`src/rtl/instr_loader.sv`:
```
// instr_loader: streams a big-endian program image (16-bit word count,
// then 4 bytes per word) from a byte valid/ready channel into the
// instruction memory write port, holding the CPU stalled via busy.
// Optional checksum trailer: compile with LOADER_CHECKSUM_EN defined.
//
// Handshake: a byte transfers on a rising edge where byte_valid and
// byte_ready are both high. byte_valid may drop at any time; byte_ready
// is high only in HDR0, HDR1, WORD and CHK.
module instr_loader #(
  parameter int INSTR_MEM_HEIGHT = 1024,
  parameter int ADDR_W           = 10
) (
  input  logic              clk,
  input  logic              rst,
  input  logic              start,
  input  logic [7:0]        byte_in,
  input  logic              byte_valid,
  output logic              byte_ready,
  output logic [ADDR_W-1:0] a,
  output logic [31:0]       d,
  output logic              we,
  output logic              busy,
  output logic              done,
  output logic              error,
  output logic [2:0]        state_dbg
);

  typedef enum logic [2:0] {
    IDLE  = 3'd0,
    HDR0  = 3'd1,
    HDR1  = 3'd2,
    WORD  = 3'd3,
    WRITE = 3'd4,
`ifdef LOADER_CHECKSUM_EN
    CHK   = 3'd5,
`endif
    DONE  = 3'd6,
    ERR   = 3'd7
  } state_t;

  state_t      state;
  logic [7:0]  count_hi;
  logic [15:0] count;
  logic [16:0] widx;
  logic [1:0]  bcnt;
  logic [23:0] asm_buf;
`ifdef LOADER_CHECKSUM_EN
  logic [7:0]  csum;
`endif

  logic        xfer;
  logic [15:0] hdr_count;

  // Handshake strobe and the header count as it completes in HDR1.
  always_comb begin
    xfer      = byte_valid & byte_ready;
    hdr_count = {count_hi, byte_in};
    state_dbg = state;
  end

  // Loader FSM; all outputs are registered and updated with the state.
  always_ff @(posedge clk or posedge rst) begin
    if (rst) begin
      state      <= IDLE;
      byte_ready <= 1'b0;
      a          <= '0;
      d          <= '0;
      we         <= 1'b0;
      busy       <= 1'b0;
      done       <= 1'b0;
      error      <= 1'b0;
      count_hi   <= '0;
      count      <= '0;
      widx       <= '0;
      bcnt       <= '0;
      asm_buf    <= '0;
`ifdef LOADER_CHECKSUM_EN
      csum       <= '0;
`endif
    end else begin
      we <= 1'b0;
      case (state)
        IDLE, DONE, ERR: begin
          if (start) begin
            state      <= HDR0;
            byte_ready <= 1'b1;
            busy       <= 1'b1;
            done       <= 1'b0;
            error      <= 1'b0;
            widx       <= '0;
            bcnt       <= '0;
`ifdef LOADER_CHECKSUM_EN
            csum       <= '0;
`endif
          end
        end
        HDR0: begin
          if (xfer) begin
            count_hi <= byte_in;
            state    <= HDR1;
          end
        end
        HDR1: begin
          if (xfer) begin
            count <= hdr_count;
            if (32'(hdr_count) > INSTR_MEM_HEIGHT) begin
              state      <= ERR;
              byte_ready <= 1'b0;
              busy       <= 1'b0;
              error      <= 1'b1;
            end else if (hdr_count == 16'd0) begin
`ifdef LOADER_CHECKSUM_EN
              state      <= CHK;
`else
              state      <= DONE;
              byte_ready <= 1'b0;
              busy       <= 1'b0;
              done       <= 1'b1;
`endif
            end else begin
              state <= WORD;
            end
          end
        end
        WORD: begin
          if (xfer) begin
`ifdef LOADER_CHECKSUM_EN
            csum <= csum ^ byte_in;
`endif
            if (bcnt == 2'd3) begin
              // Fourth byte: present the whole word on the write port.
              state      <= WRITE;
              byte_ready <= 1'b0;
              we         <= 1'b1;
              a          <= widx[ADDR_W-1:0];
              d          <= {asm_buf, byte_in};
              bcnt       <= '0;
            end else begin
              asm_buf <= {asm_buf[15:0], byte_in};
              bcnt    <= bcnt + 2'd1;
            end
          end
        end
        WRITE: begin
          widx <= widx + 17'd1;
          if ((widx + 17'd1) < {1'b0, count}) begin
            state      <= WORD;
            byte_ready <= 1'b1;
          end else begin
`ifdef LOADER_CHECKSUM_EN
            state      <= CHK;
            byte_ready <= 1'b1;
`else
            state      <= DONE;
            busy       <= 1'b0;
            done       <= 1'b1;
`endif
          end
        end
`ifdef LOADER_CHECKSUM_EN
        CHK: begin
          if (xfer) begin
            byte_ready <= 1'b0;
            busy       <= 1'b0;
            if (byte_in == csum) begin
              state <= DONE;
              done  <= 1'b1;
            end else begin
              state <= ERR;
              error <= 1'b1;
            end
          end
        end
`endif
        default: begin
          state      <= IDLE;
          byte_ready <= 1'b0;
          busy       <= 1'b0;
        end
      endcase
    end
  end

endmodule

```
`config.mk`:
```
export PLATFORM = sky130hd
export DESIGN_NAME = instr_loader
export DESIGN_NICKNAME = d
export VERILOG_FILES = /design/src/rtl/instr_loader.sv
export SDC_FILE = /design/constraint.sdc
export NUM_CORES = 1
export LEC_CHECK = 0
export ABC_CLOCK_PERIOD_IN_PS = 10210
export BUFFER_PORTS_ARGS = -buffer_cell sky130_fd_sc_hd__buf_2
export CAP_MARGIN = 25
export CORE_MARGIN = 3
export CORE_UTILIZATION = 38
export CTS_CLUSTER_DIAMETER = 50
export CTS_CLUSTER_SIZE = 8
export DETAILED_ROUTE_END_ITERATION = 7
export GPL_TIMING_DRIVEN = 0
export MAX_ROUTING_LAYER = met4
export RECOVER_POWER = 25
export SKIP_CTS_REPAIR_TIMING = 1
export SLEW_MARGIN = 20
export SYNTH_ARGS = -nofsm -noshare
export SYNTH_HDL_FRONTEND = slang
export SYNTH_SLANG_ARGS = --single-unit
```
`constraint.sdc`:
```
create_clock -name clk -period 10.21 [get_ports clk]
set_input_delay 2.042 -clock clk [delete_from_list [all_inputs] [get_ports clk]]
set_output_delay 2.042 -clock clk [all_outputs]
set_load 0.01 [all_outputs]
```
; Word-level counts from Yosys, hierarchy flattened
; Index checks and enable logic that the tools add are counted.
[classes]
n_eq_ne = 18
n_mux = 37
n_bitwise = 4
order_cmp = 2
reduce_logical = 19
addsub = 2
[op_table]
columns = cell, count
row1 = case mux 17 bit (2 select lines), 1
row2 = 2-to-1 mux 3 bit, 8
row3 = "!= test 2 bit, second input constant", 10
row4 = 2-to-1 mux 1 bit, 18
row5 = "adder 17 x 1 -> 17 bit, second input constant", 1
row6 = less-than comparator 17 x 16 -> 1 bit, 1
row7 = 2-to-1 mux 17 bit, 1
row8 = "greater-than comparator 16 x 11 -> 1 bit, second input constant", 1
row9 = logical NOT 16 bit, 1
row10 = case mux 3 bit (5 select lines), 1
row11 = AND reduction 5 bit, 2
row12 = "== test 3 bit, second input constant", 3
row13 = AND reduction 3 bit, 3
row14 = AND reduction 7 bit, 1
row15 = "== test 3 x 2 -> 1 bit, second input constant", 2
row16 = 2-to-1 mux 2 bit, 3
row17 = AND reduction 2 bit, 3
row18 = AND reduction 6 bit, 1
row19 = nonzero test 2 bit, 3
row20 = case mux 1 bit (5 select lines), 1
row21 = case mux 1 bit (4 select lines), 1
row22 = case mux 2 bit (2 select lines), 1
row23 = AND reduction 4 bit, 1
row24 = "== test 3 x 1 -> 1 bit, second input constant", 1
row25 = other kinds (11), 13
[totals]
elab_cells = 95
ff_bits = 117
out_inout_bits = 50
input_bits = 12

; Logic depth before layout (Yosys ltp)
[logic_depth]
word_depth = 5
ltp_mapped = 11
mapped_depth_nobuf = 11

; Worst setup path after synthesis
; No wires, ideal clock.
[synth_timing]
kind = input-to-reg
startpoint = input port byte_valid
endpoint = register d[15]
arrival_time_ns = 3.081
path_buffers = 2
path_slack_ns = 7.001
path_stages = 6
setup_time_ns = 0.128
path_cell_list = nand2_1 -> nor2_2 -> and3_1 -> buf_4 -> buf_4 -> mux2_1
[synth_between]
elab_chain_cells = 2
[synth_lines]
columns = item, line_no
row1 = from (decl), 17  ; input logic byte_valid,
row2 = bitwise AND 1 bit, 56  ; xfer = byte_valid & byte_ready;
row3 = AND reduction 3 bit (no source line), -
row4 = to (signal assigned), 136  ; d <= {asm_buf, byte_in};
row5 = to (decl), 20  ; output logic [31:0] d,
; Every way passes these cells.
; A chain may end at the register's enable or synchronous reset.

; Worst setup path after layout
[layout_timing]
startpoint = input port byte_valid
endpoint = register asm_buf[15]
[layout_between]
elab_chain_cells = 2
[layout_lines]
columns = item, line_no
row1 = bitwise AND 1 bit, 56
row2 = AND reduction 3 bit (no source line), -
row3 = to (signal assigned), 139  ; asm_buf <= {asm_buf[15:0], byte_in};
row4 = to (decl), 46  ; logic [23:0] asm_buf;
; Every way passes these cells.

==> impl_metrics.toml <==
[setup_path]
crit_path_start_kind = "primary input"
path_cells = "buf_2 > nand4b_1 > nor2_2 > buf_4 > mux2_2"
timing_worst_setup_path_type = "primary input to flop"
crit_fanout = 10
end_kind = "flop"
r2r_slack_ns = 7.02
max_stage_delay_ns = 0.48
r2r-start = "widx[0]"
r2r-end = "busy"
slowest_stage = "nor2_2"
worst-r2r-cell-count = 10
cp_data_arrival_time_ns = 3.54
timing.critical_path.required_ns = 10.51

[hold_path]
hold_start = "a[2]"
hold_end = "a[2]"
hold-path-cell-count = 1
worstHoldPathType = "flop to flop"

[global_route]
grt_first_pass_wirelength_um = 20380
grt_pass1_vias = 3888
grt.overflow.total = 0
grt_max_degree = 80
grt_usage_pct = 16.55
antenna_found_initial = 0

[run_status]
violations = "max-capacitance violations, max-slew violations"
status = "complete, but fails checks"

[clock_network]
numCtsBuffers = 17
tritoncts = "yes"
cts.sinks = 117
clk_pin_slew_worst_paths_ns = 0.05
clk_latency_ns = 0.41
cts_root_buf = "clkbuf_16"
h-tree-depth = 4
ctsLongestPathBuffers = 2

[yosys]
syn_inst = 476
synth_top_area_share_pct = 52.31
yosysTopAreaCell = "dfrtp_1"
yosys_register_bits = 117
synth-seq-area-share_pct = 52.31
syn_nets = 505
async_flop_share_pct = 100.0
synth_area_leaders = "dfrtp_1 52%, mux2_1 8.2%, mux2_2 6.8%, ha_1 3.8%, nand2_1 3.1%"
yosys.cell_count.top_type = "dfrtp_1"
synth-edff-count = 0
ys.warnings.count = 0
netlist_area_mm2 = 0.005597
netlist-cell-type-count = 64
synth_top_cells_by_count = "117 x dfrtp_1, 46 x nand2_1, 41 x mux2_1, 34 x mux2_2, 33 x o21ai_0"
syn_area_per_cell_um2 = 11.76
yosys_most_used_dff = "dfrtp_1"

[timing]
slew_viol_final = 39
setup_violations = 0
skew_ns = 0.008946
fmax_ghz = 0.3080
rsz0062_at_grt = "no"
worst_pin_slew_ns = 1.768
finalCritPeriodShare_pct = 31.80
hold_slack_ns = 0.4778
worst_slack_ns = 6.963
relSlewSlack_pct = -18.51
period_needed_ns = 3.247
fin_setup_tns_ns = 0
hold_viol = 0

[die]
die_w_um = 127.4
die_area_mm2 = 0.01622
initial_core_util_pct = 39.55
io_pins = 62
fp-row-count = 43
core_mm2 = 0.01415
die_h_um = 127.4

[detailed_routing]
drtIter0Drc = 245
avgRoutedWirePerCell_um = 16.54
ant_nets = 0
post-route-drc-count = 0
viasPerCell = 5.267
firstDrtPassIters = 4
vias = 3950
routed_wl_um = 12410

[cells_and_area]
n_antenna_cell = 0
nets = 586
syn2layout_area_growth_pct = 20.32
final_cell_count_no_fill = 750
fin_area_mm2 = 0.006734
finalCoreUtilization_pct = 47.59
drive_gt1_share_pct = 28.95

[pwr]
p_comb_share_pct = 29.7
power.switching_uw = 621.6
intPower_mw = 1.285
swShare_pct = 32.61
seqPwrFrac_pct = 40.0
power_frac_clock_pct = 30.3
powerDensity_mw_per_mm2 = 283.1
power_mw = 1.906
leakagePower_nw = 3.294
irDropWorstVdd_v = 0.0001287

[placed_design]
io_buffers = 61
pre_cts_ws_ns = 6.539
dp_hpwl_um = 8923
post_dp_cell_area_mm2 = 0.006160
placedCellCount = 718
gp_congestion = 0.8769

[job]
maxCapViolations = 1
==> critical path, delay by kind of cell <==
family | cells | cell delay [ns]
buffers and inverters | 2 | 0.40
muxes | 1 | 0.35
and+or+nand+nor | 2 | 0.74
==> cell type report <==
class                           instances  area (um2)
Fill cell                            1275        7416
Sequential cell                       117        2928
Multi-Input combinational cell        312        2439
Clock buffer                           20       446.7
Timing Repair Buffer                   62       332.8
Tap cell                              180       225.2
Buffer                                 22       136.4
Clock inverter                         12       131.4
Inverter                               25       95.09
==> power by group through the flow <==
stage | clock [mW] | combinational [mW] | sequential, mW
2_1_floorplan | 0 | 0.368 | 0.775
3_3_place_gp | 0 | 0.551 | 0.765
4_1_cts | 0.588 | 0.574 | 0.765
6_report | 0.578 | 0.565 | 0.763
3_5_place_dp | 0 | 0.571 | 0.772
5_1_grt | 0.609 | 0.631 | 0.790
==> worst max-delay path by stage <==
stage / from / to / cells past startpoint
CTS: byte_valid / asm_buf[9] / 5
floorplan: rst / a[0] / 1
finish: byte_valid / asm_buf[15] / 5
detailed placement: byte_valid / asm_buf[9] / 5
global route: widx[0] / busy / 10
global placement: rst / d[31] / 2
==> layout by cell type, fill, tap and decap left out, drive strengths merged, types with 3 or more instances in the layout <==
cell type,Yosys,layout
a21oi,11,11
o31ai,5,5
clkinvlp,0,5
nand4,6,6
clkinv,0,6
xor2,6,6
clkbuf,4,24
inv,25,24
a211oi,4,4
nand3,17,17
ha,17,17
mux2,76,76
o22ai,4,4
nand2,46,46
nor2,18,18
nand2b,8,8
xnor2,8,8
a31oi,3,3
dfrtp,117,117
a21o,4,4
nor4,6,6
nor3,3,3
and3,4,4
buf,18,80
o21ai,36,36
==> sequential cells by signal, summed over array words and instances (netlist names) <==
| register | cells |
|---|---|
| done | 1 |
| state_dbg | 3 |
| busy | 1 |
| byte_ready | 1 |
| d | 32 |
| count_hi | 8 |
| a | 10 |
| we | 1 |
| bcnt | 2 |
| count | 16 |
| error | 1 |
| widx | 17 |
| asm_buf | 24 |
==> metal layers <==
metal  up-vias  track usage (%)  wire length [um]
met5         -                -                 0
met4         0            6.562               276
met3        25            3.972               540
met2        85            22.79              5620
met1      1976            23.51              5971
li1       1864                -                 -
==> kinds of logic (layout without fill, tap and decap cells) <==
kind of cell	Yosys count	in the layout	share of synthesized area (%)
and+or+nand+nor	119	119	12.18
DFF	117	117	52.31
AOI/OAI and AO/OA	85	85	9.859
muxes	77	77	15.54
buffers and inverters	47	141	4.113
adders and majority gates	17	17	3.801
xor gates and xnor gates	14	14	2.191
No activity file was read; power rests on OpenSTA's default activity.
